### src/rtl/gost89_pkg.sv
// rtl/gost89_pkg.sv - shared types, round count and key schedule for the GOST 28147-89 core
package gost89_pkg;

    typedef logic [63:0]  block_t;
    typedef logic [31:0]  half_t;
    typedef logic [255:0] key_t;

    typedef enum logic {
        ST_IDLE,
        ST_RUN
    } state_t;

    localparam int ROUNDS = 32;

    // Encrypt walks K0..K7 three times then K7..K0; decrypt is the mirror image.
    // In both cases "7 - (r mod 8)" is simply the inverted low three bits.
    function automatic logic [2:0] key_index(input logic [4:0] round, input logic decrypt);
        if (!decrypt) begin
            return (round < 5'd24) ? round[2:0] : ~round[2:0];
        end
        return (round < 5'd8) ? round[2:0] : ~round[2:0];
    endfunction

endpackage

### src/rtl/gost89_round.sv
// rtl/gost89_round.sv - combinational GOST round: add key, substitute, rotate left 11, xor
module gost89_round
    import gost89_pkg::*;
(
    input  half_t        n1_i,
    input  half_t        n2_i,
    input  half_t        k_i,
    input  logic [511:0] sbox_i,
    output half_t        res_o
);

    half_t       t;
    half_t       sub;
    logic [63:0] box;

    always_comb begin
        t   = n1_i + k_i;
        sub = '0;
        box = '0;
        for (int i = 0; i < 8; i++) begin
            // S1 sits in the top 64 bits and serves nibble 0; entry 0 is the box's top nibble.
            box            = sbox_i[64*(7-i) +: 64];
            sub[4*i +: 4]  = box[{~t[4*i +: 4], 2'b00} +: 4];
        end
        res_o = {sub[20:0], sub[31:21]} ^ n2_i;
    end

endmodule

### src/rtl/gost89_ecb_core.sv
// rtl/gost89_ecb_core.sv - iterative GOST 28147-89 ECB core, one round per clock
module gost89_ecb_core
    import gost89_pkg::*;
(
    input  logic         clk,
    input  logic         reset_n,
    input  logic         mode,
    input  logic         load_data,
    input  logic [511:0] sbox,
    input  logic [255:0] key,
    input  logic [63:0]  in,
    output logic [63:0]  out,
    output logic         busy
);

    state_t     state_q, state_d;
    logic [4:0] cnt_q, cnt_d;
    half_t      n1_q, n1_d;
    half_t      n2_q, n2_d;
    logic       mode_q, mode_d;
    block_t     out_q, out_d;

    logic [2:0] kidx;
    half_t      kr;
    half_t      round_res;

    assign kidx = key_index(cnt_q, mode_q);
    assign kr   = key[{~kidx, 5'b00000} +: 32];

    gost89_round u_round (
        .n1_i   (n1_q),
        .n2_i   (n2_q),
        .k_i    (kr),
        .sbox_i (sbox),
        .res_o  (round_res)
    );

    always_ff @(posedge clk or negedge reset_n) begin
        if (!reset_n) begin
            state_q <= ST_IDLE;
            cnt_q   <= '0;
            n1_q    <= '0;
            n2_q    <= '0;
            mode_q  <= 1'b0;
            out_q   <= '0;
        end else begin
            state_q <= state_d;
            cnt_q   <= cnt_d;
            n1_q    <= n1_d;
            n2_q    <= n2_d;
            mode_q  <= mode_d;
            out_q   <= out_d;
        end
    end

    always_comb begin
        state_d = state_q;
        cnt_d   = cnt_q;
        n1_d    = n1_q;
        n2_d    = n2_q;
        mode_d  = mode_q;
        out_d   = out_q;
        case (state_q)
            ST_IDLE: begin
                if (load_data) begin
                    n1_d    = in[63:32];
                    n2_d    = in[31:0];
                    mode_d  = mode;
                    cnt_d   = '0;
                    state_d = ST_RUN;
                end
            end
            ST_RUN: begin
                n1_d  = round_res;
                n2_d  = n1_q;
                cnt_d = cnt_q + 5'd1;
                if (cnt_q == 5'(ROUNDS - 1)) begin
                    // Last round leaves N1 in place, so the swap is undone on the way out.
                    out_d   = {n1_q, round_res};
                    cnt_d   = '0;
                    state_d = ST_IDLE;
                end
            end
            default: state_d = ST_IDLE;
        endcase
    end

    assign out  = out_q;
    assign busy = (state_q == ST_RUN);

endmodule

### config.mk
export PLATFORM = sky130hd
export DESIGN_NAME = gost89_ecb_core
export DESIGN_NICKNAME = d
export VERILOG_FILES = /design/src/rtl/gost89_pkg.sv /design/src/rtl/gost89_round.sv /design/src/rtl/gost89_ecb_core.sv
export SDC_FILE = /design/constraint.sdc
export NUM_CORES = 1
export LEC_CHECK = 0
export CAP_MARGIN = 20
export CORE_AREA = 3 3 345 347
export DETAILED_ROUTE_END_ITERATION = 10
export DIE_AREA = 0 0 348 350
export HOLD_SLACK_MARGIN = 0.12
export PLACE_DENSITY_LB_ADDON = 0.08
export SLEW_MARGIN = 20
export SYNTH_ARGS = -nofsm -noshare
export SYNTH_HDL_FRONTEND = slang
export SYNTH_HIERARCHICAL = 1
export SYNTH_SLANG_ARGS = --single-unit
### constraint.sdc
create_clock -name clk -period 5.75 [get_ports clk]
set_input_delay 0.8625 -clock clk [delete_from_list [all_inputs] [get_ports clk]]
set_output_delay 0.8625 -clock clk [all_outputs]
set_load 0.01 [all_outputs]
# Word-level counts from Yosys, hierarchy flattened
# Cells that the tools add are included.
[totals]
inputBits = 836
output_inout_bits = 65
reg_bits = 135
elab_cells = 48
[op_classes]
n_shift = 9
n_eq_ne = 2
n_lt_le_gt_ge = 2
n_bitwise = 12
reduce_logical = 2
addsub = 2
muxes = 13
[ops]
columns = ["cell", "count"]
rows = [
  ["indexed part select 64 x 7 -> 4 bit", 8],
  ["indexed part select 256 x 9 -> 32 bit", 1],
  ["one-hot mux 32 bit (2 select lines)", 2],
  ["two-way mux 32 bit", 2],
  ["adder 32 bit", 1],
  ["inverter 4 bit", 8],
  ["XOR 32 bit", 1],
  ["two-way mux 5 bit", 2],
  ["one-hot mux 5 bit (2 select lines)", 1],
  ["two-way mux 3 bit", 3],
  ["inverter 3 bit", 2],
  ["adder 5 x 1 -> 5 bit (second input constant)", 1],
  ["equality test 5 bit (second input constant)", 1],
  ["less-than comparator 5 x 4 -> 1 bit (second input constant)", 1],
  ["less-than comparator 5 bit (second input constant)", 1],
  ["AND reduction 2 bit", 2],
  ["two-way mux 1 bit", 2],
  ["inequality test 2 bit (second input constant)", 1],
  ["one-hot mux 1 bit (2 select lines)", 1],
  ["inverter 1 bit", 1],
]

# Longest topological paths before layout
[depth]
ltp_word = 10
mapped_depth = 24
ltp_nobuf = 20

# By module
# The synthesis kept the hierarchy.
[by_module_without_submodules]
columns = ["mod", "seq_area_each_um2", "instances", "cells_per_inst", "area_each_um2"]
rows = [
  ["gost89_ecb_core", 3378.2, 1, 1080, 10277.4],
  ["gost89_round", 0.0, 1, 677, 6374.9],
]

# Least setup slack after synthesis
# No wires, ideal clock.
[synth_path]
path_type = "register -> register"
startpoint = "reg cnt_q[0]"
endpoint = "reg out_q[27] (netlist: out[27])"
period_less_slack_ns = 5.505
arrival_ns = 5.380
required_time_ns = 5.625
n_path_buf = 4
setup_time_ns = 0.125
stages_incl_launch_ff = 19
slack_ns = 0.245
path_cell_list = "dfrtp_1 -> buf_4 -> clkbuf_1 -> mux2_2 -> o221ai_1 -> o221ai_1 -> ha_1 -> buf_6 -> a21oi_4 -> a21oi_1 -> or3_4 -> o21ai_1 -> nand3_1 -> xor2_1 -> buf_2 -> mux4_2 -> mux4_2 -> xor2_1 -> mux2_2"
[synth_via]
elab_chain_cells = 9
elab_cells_between_ends = 14
classes_between = "add/sub (1); order compare (2); eq/ne (1); shift (2); mux (3); bitwise (4); reduce/logical (1)"
[synth_lines]
columns = ["element", "line", "text"]
rows = [
  ["from (decl)", "gost89_ecb_core.sv:17", "logic [4:0] cnt_q, cnt_d;"],
  ["from (signal assigned)", "gost89_ecb_core.sv:48", "cnt_q <= cnt_d;"],
  ["less-than comparator 5 bit, or another cell as far along", "gost89_pkg.sv:19", "return (round < 5'd24) ? round[2:0] : ~round[2:0];"],
  ["two-way mux 3 bit, on equally long branches", "gost89_pkg.sv:19, gost89_pkg.sv:21", ""],
  ["two-way mux 3 bit *", "gost89_pkg.sv:21", "return (round < 5'd8) ? round[2:0] : ~round[2:0];"],
  ["inverter 3 bit *", "gost89_ecb_core.sv:28", "assign kr = key[{~kidx, 5'b00000} +: 32];"],
  ["indexed part select 256 x 9 -> 32 bit *", "gost89_ecb_core.sv:28", ""],
  ["via kr[9]", "gost89_ecb_core.sv:24", "half_t kr;"],
  ["adder 32 bit *", "gost89_round.sv:17", "t = n1_i + k_i;"],
  ["inverter 4 bit *", "gost89_round.sv:23", "sub[4*i +: 4] = box[{~t[4*i +: 4], 2'b00} +: 4];"],
  ["indexed part select 64 x 7 -> 4 bit *", "gost89_round.sv:23", ""],
  ["XOR 32 bit *", "gost89_round.sv:25", "res_o = {sub[20:0], sub[31:21]} ^ n2_i;"],
  ["via round_res[27]", "gost89_ecb_core.sv:25", "half_t round_res;"],
  ["to (signal assigned)", "gost89_ecb_core.sv:52", "out_q <= out_d;"],
  ["to (decl)", "gost89_ecb_core.sv:21", "block_t out_q, out_d;"],
]
# Mark *: on every way through the listed nets, which the timed path passes. The rest lies on a longest branch.
# A chain may end at the register's enable or synchronous reset.

# Worst setup path in the final report
[layout_path]
startpoint = "reg cnt_q[3]"
endpoint = "reg out_q[29] (netlist: out[29])"
[layout_via]
elab_chain_cells = 9
elab_cells_between_ends = 13
classes_between = "add/sub (1); order compare (2); eq/ne (1); shift (2); mux (3); bitwise (3); reduce/logical (1)"
[layout_lines]
columns = ["element", "line"]
rows = [
  ["less-than comparator 5 bit or less-than comparator 5 x 4 -> 1 bit (tied branches)", "gost89_pkg.sv:19, gost89_pkg.sv:21"],
  ["two-way mux 3 bit, on equally long branches", "gost89_pkg.sv:19, gost89_pkg.sv:21"],
  ["two-way mux 3 bit *", "gost89_pkg.sv:21"],
  ["inverter 3 bit *", "gost89_ecb_core.sv:28"],
  ["indexed part select 256 x 9 -> 32 bit *", "gost89_ecb_core.sv:28"],
  ["via kr[10]", "gost89_ecb_core.sv:24"],
  ["adder 32 bit *", "gost89_round.sv:17"],
  ["inverter 4 bit *", "gost89_round.sv:23"],
  ["indexed part select 64 x 7 -> 4 bit *", "gost89_round.sv:23"],
  ["XOR 32 bit *", "gost89_round.sv:25"],
  ["via round_res[29]", "gost89_ecb_core.sv:25"],
]
# Marks and branches as above.

==> metrics.cfg <==
[clock_network]
clk_pin_slew_ns=0.07
clkSinkCount=135
cts_hold_buf=0
cts-root-buf=clkbuf_16
cts_buffers=17
insertion_delay_ns=0.47
tritoncts=yes
cts.path.max_buffers=2
deepest_level_of_the_cts_h_tree=4

[logic_synthesis]
ys_async_sr_fraction=1.00
ys_ff_latch=135
netlist.top_cell.by_area=dfrtp_1
register_area_share_after_synthesis=0.203
synth_fp_nets=2627
synth_area_um2=16700
ys.flop_type=dfrtp_1
yosysWarnings=6
synth_largest_type_area_fraction=0.203
synth-edff-count=0
netlist_instances=1757
syn_avg_cell_area_um2=9.48
yosys-top-cells-area=dfrtp_1 (20%), mux4_2 (16%), mux2i_1 (14%)
netlist_cell_types=73

[sta]
finalWorstPathRequiredPeriod_ns=5.55
max_slew_violation_count=0
max_slew_margin=0.494
tightest_slew_ns=0.760
rsz0062_at_grt=yes
min_period_over_period=0.965
final_report_hold_violation_count=0
achievable-frequency_mhz=180
clock_skew_ns=0.0135
post-route-worst-setup-slack_ns=0.199
finalSetupViolations=0

[floorplan]
design.portCount=901
initial_utilization=0.143
design.die.area_um2=122000
fp.dieH_um=350
dieWidth_um=348
core_region_um2=116000
num_rows=125

[status]
outcome=complete, no violations

[global_route]
global_route.usage.met3=0.0378
grtUsageMet1=0.205
global_route.usage.total=0.174
grt_start_max_net_pins=74
grt_remaining_overflow=0
grt_busiest_layer=met2
grt_pass1_wl_um=150000
antenna_found_initial=31
first_global_vias=19800
met2_usage=0.321

[worst_setup_path]
r2r-start=cnt_q[3]$_DFFE_PN0P_
criticalPathCategory=reg -> reg
path_max_fanout=19
setup.worst_path.start_class=register
critPathCaptureType=register
timing.reg2reg.setup_slack_ns=0.20
reg2reg_to=out[29]$_DFFE_PN0P_
worst_ep_required_time_ns=6.10
worst_ep_arrival_time_ns=5.90
worst_r2r_path_depth=21

[drt]
routed_via_density=4.33
routed-via-count=18800
remaining_routing_drc_violations=0
drtPass1Iterations=5
avgRoutedWirePerCell_um=25.7
detail-route-antenna-nets=0
drt-total-wl_um=112000
drt-initial-drc-count=837

[finish]
share_of_final_layout_standard_cells_stronger_than_drive_strength_1=0.237
final_nets=3665
flow.area_growth_from_synthesis_pct=85.7

[placement]
finalWeightedCongestion=0.936
io_buffers=900
place_worst_setup_slack_ns=-0.927
hpwlAfterDp_um=95400

[flow_run]
cap_violations=0

[hold_path]
min-delay-path-class=in -> async

synth_stat cells (8+ instances only):
library cell	count
a211oi_1	11
a21o_1	9
a21oi_1	61
a22oi_1	46
and3_1	9
and4_1	11
buf_1	8
buf_2	42
buf_6	16
clkbuf_1	71
dfrtp_1	135
ha_1	33
inv_1	26
mux2_2	97
mux2i_1	241
mux4_2	117
nand2_1	225
nand2b_1	40
nand3_1	10
nor2_1	95
nor2b_1	66
nor4_1	8
o21ai_0	86
o21bai_1	18
o221ai_1	73
o221ai_2	21
o22ai_1	37
xnor2_1	22
xor2_1	32
worst max-delay path by stage:
stage	cells after the start	start	to
finish	21	cnt_q[3]$_DFFE_PN0P_	out[29]$_DFFE_PN0P_
floorplan	18	cnt_q[0]$_DFFE_PN0P_	out[27]$_DFFE_PN0P_
detailed placement	21	key[97]	n1_q[22]$_DFFE_PN0P_
global route	24	cnt_q[4]$_DFFE_PN0P_	n1_q[10]$_DFFE_PN0P_
CTS	21	cnt_q[3]$_DFFE_PN0P_	out[23]$_DFFE_PN0P_
global placement	21	key[65]	n1_q[22]$_DFFE_PN0P_
per-stage QoR:
step | hold slack (ns) | cells | setup TNS, ns | utilization | instance area (µm²)
6_report | 0.365 | 4345 | 0 | 0.266 | 30900
3_3_place_gp | 0.490 | 4264 | -25.05 | 0.250 | 29000
3_5_place_dp | 0.493 | 4264 | -28.26 | 0.250 | 29000
4_1_cts | 0.334 | 4304 | -0.0546 | 0.259 | 30100
2_1_floorplan | 0.497 | 1757 | 0 | - | 16700
5_1_grt | 0.370 | 4338 | -0.125 | 0.266 | 30900
flip-flops by register name, indices dropped and copies added, names as in the netlist:
signal / flops
cnt_q: 5
busy: 1
mode_q: 1
n2_q: 32
out: 64
n1_q: 32
worst max-delay path, stage by stage (launching register included):
cell and delay [ns]:
dfrtp_1 0.42, maj3_4 0.43, buf_4 0.18, buf_12 0.15, buf_4 0.18, mux2i_2 0.27, o22ai_2 0.13, o221ai_2 0.20
buf_4 0.16, ha_1 0.25, nand4_1 0.13, nor2_1 0.06, or3_4 0.43, o21ai_4 0.18, nand3_2 0.11, buf_4 0.16
xor2_4 0.25, buf_12 0.19, mux4_2 0.58, mux4_2 0.50, xor2_1 0.17, mux2_2 0.26
cell families (layout without fill, tap and decap cells):
| family | Yosys count | after routing | synth area share |
|---|---|---|---|
| compound gates | 408 | 408 | 0.179 |
| buf+inv | 170 | 1219 | 0.0497 |
| flops | 135 | 135 | 0.203 |
| simple gates | 496 | 496 | 0.140 |
| mux | 455 | 455 | 0.369 |
| fa+ha+maj | 35 | 36 | 0.0268 |
| other cells | 0 | 14 | 0 |
| xor+xnor | 58 | 58 | 0.0330 |
layout by cell type, fill, tap and decap left out, types with 14 or more instances in the layout:
master,netlist,routed
diode_2,0,14
o221ai_2,21,41
clkdlybuf4s50_1,0,898
dfrtp_1,135,132
mux2_2,97,97
mux4_2,117,117
inv_1,26,26
o21ai_0,86,78
clkbuf_16,0,21
nor2b_1,66,64
nor2_1,95,92
o22ai_1,37,35
mux2i_1,241,223
a22oi_1,46,45
o21bai_1,18,18
nand2b_1,40,39
buf_4,4,217
xor2_1,32,28
buf_12,0,30
ha_1,33,27
xnor2_1,22,15
nand2_1,225,223
o221ai_1,73,47
a21oi_1,61,57
area by class of cell:
| class | instances | area [µm²] |
|---|---|---|
| clock inverter | 13 | 145 |
| multi-input combinational | 1453 | 13400 |
| clock buffer | 18 | 429 |
| tap | 1524 | 1910 |
| inverter | 28 | 105 |
| antenna | 14 | 35.0 |
| sequential | 135 | 3390 |
| timing repair buffer | 1160 | 11500 |
| fill | 12300 | 85300 |
routing by layer:
layer / vias up / routed length (µm) / share of wire
met5: - / 34 / 0.00030
met4: 6 / 2090 / 0.019
met3: 78 / 6150 / 0.055
met2: 662 / 58300 / 0.52
met1: 9244 / 45000 / 0.40
li1: 8823 / - / -
what timing repair did:
action | CTS | global route
endpoints found under the setup margin | 48 | 48
cloned | 2 | 4
setup buffers | 7 | 24
pin swaps | 10 | 35
gates resized for setup | 61 | 88
Power is not shown: default switching activity piles up to over one toggle a cycle in this logic, so the estimate is an artifact.
==> RTL edit (config.mk and constraints unchanged) <==
Reset style: synchronous (`reset_n`), changed in one clocked block.
--- a/src/rtl/gost89_ecb_core.sv
+++ b/src/rtl/gost89_ecb_core.sv
@@ -35,7 +35,7 @@
         .res_o  (round_res)
     );
 
-    always_ff @(posedge clk or negedge reset_n) begin
+    always_ff @(posedge clk) begin
         if (!reset_n) begin
             state_q <= ST_IDLE;
             cnt_q   <= '0;
Function: differs if reset_n is asserted again (counterexample within 4 cycles, from zero or initial values and one cycle with reset_n low); with reset_n held inactive, the same outputs for 10 cycles.
==> RTL edit against the original RTL <==
- sequential cell count unchanged
- setup slack got worse by 0.46 ns
- via count decreased by 6.0%
- critical path type unchanged
- area after synthesis is 13% lower
- the flow now finishes with violations (negative setup slack)
- routed wire length down 7.3%
- design area decreased by 3.5%
- global-route usage decreased by 1.3 points
- highest routed layer unchanged
Power is left out: it rests on default switching activity, and per cell area and clock period it moved more than threefold.
==> RTL edit: results (changes against the original RTL) <==
post-synthesis cell count=1618 (-7.9%); run status=finished with violations; failing checks=negative setup slack; HP Class=flip-flop to flip-flop; clk_skew=0.02873 ns (+0.01525 ns); Vias=17687 (-6.0%); syn nets=2488 (-5.3%); pin count of the biggest net entering global routing=72 (-2.7%); worst r2r path cells=29 (+38%); DP Cell Count=4163 (-2.4%); drt total wl=103.4 mm (-7.3%); initial antenna violation count=20 (-35%); Global Route Usage Sum=0.1611 (-0.01324); nets@finish=3603 (-1.7%); layout cells sized above 1=0.2476 (+0.01073); GPL Wtd Cong=0.8497 (-9.2%); setup TNS=-2.136 ns (-2.136 ns); Gates resized, CTS repair=118 (+93%); final core occ=0.2568 (-0.009314); DP Area=0.02726 sq mm (-6.0%); register share of the cell area=0.09095 (-0.01867); ClkCell Share=0.01967 (+0.001093); TritonRoute pass-1 iters=8 (+3); crit path from=cnt_q[4]$_SDFFE_PN0P_; PnR worst setup slack=-0.2645 ns (-0.4634 ns); buffering overhead=0.4076 (+0.03588); inverters=26 (-7.1%); placed wire-length estimate=86.13 mm (-9.7%); synth top area cells=dfxtp_1 19%, mux4_2 18%, mux2i_1 12%; Setup Fix Bufs, Post-CTS=39 (+32); Final Setup Violations=21 (+21); FILL cells=12428 (+0.88%); R2R Path End=n1_q[9]$_SDFFE_PN0P_; ant diodes=16 (+2); CP max FO=7 (-12); multi-input gate share of total cell area=0.4132 (-0.02062); first-pass GRT wire length=140.8 mm (-6.4%); CP arrival=6.42 ns (+0.52 ns); post-synthesis async set-or-reset flop share=0 (-1.000); Slowest cell on crit path=a222oi_1; CP delay by family, top=buffers and inverters
[RTL edit: cell types whose count changed after synthesis, moves of 34 or more]
cell | before | now
o221ai_1 | 73 | 1
and2_1 | 4 | 69
dfrtp_1 | 135 | 0
o21ai_1 | 4 | 44
nand2b_1 | 40 | 6
nor2b_1 | 66 | 6
mux2_2 | 97 | 33
mux2i_1 | 241 | 181
o21ai_0 | 86 | 141
dfxtp_1 | 0 | 135
a22o_1 | 1 | 64
[RTL edit: routing by layer]
metal  track usage  wire [microns]  vias up
li1              -               -     8474
met1        0.1907           42000     8598
met2        0.2948           54020      550
met3       0.03745            5945       59
met4       0.03407            1346        6
met5             0              51        -
[RTL edit: cells by family (layout without fill, tap and decap cells)]
kind of cell    Yosys count  after routing  synth area share
compound gates          505            505            0.2343
other cells               0             16                 0
flops                   135            135            0.1857
fa+ha+maj                35             35           0.03070
mux                     330            330            0.3296
simple gates            400            400            0.1306
buf+inv                 153           1281           0.04747
xor+xnor                 60             60           0.04153
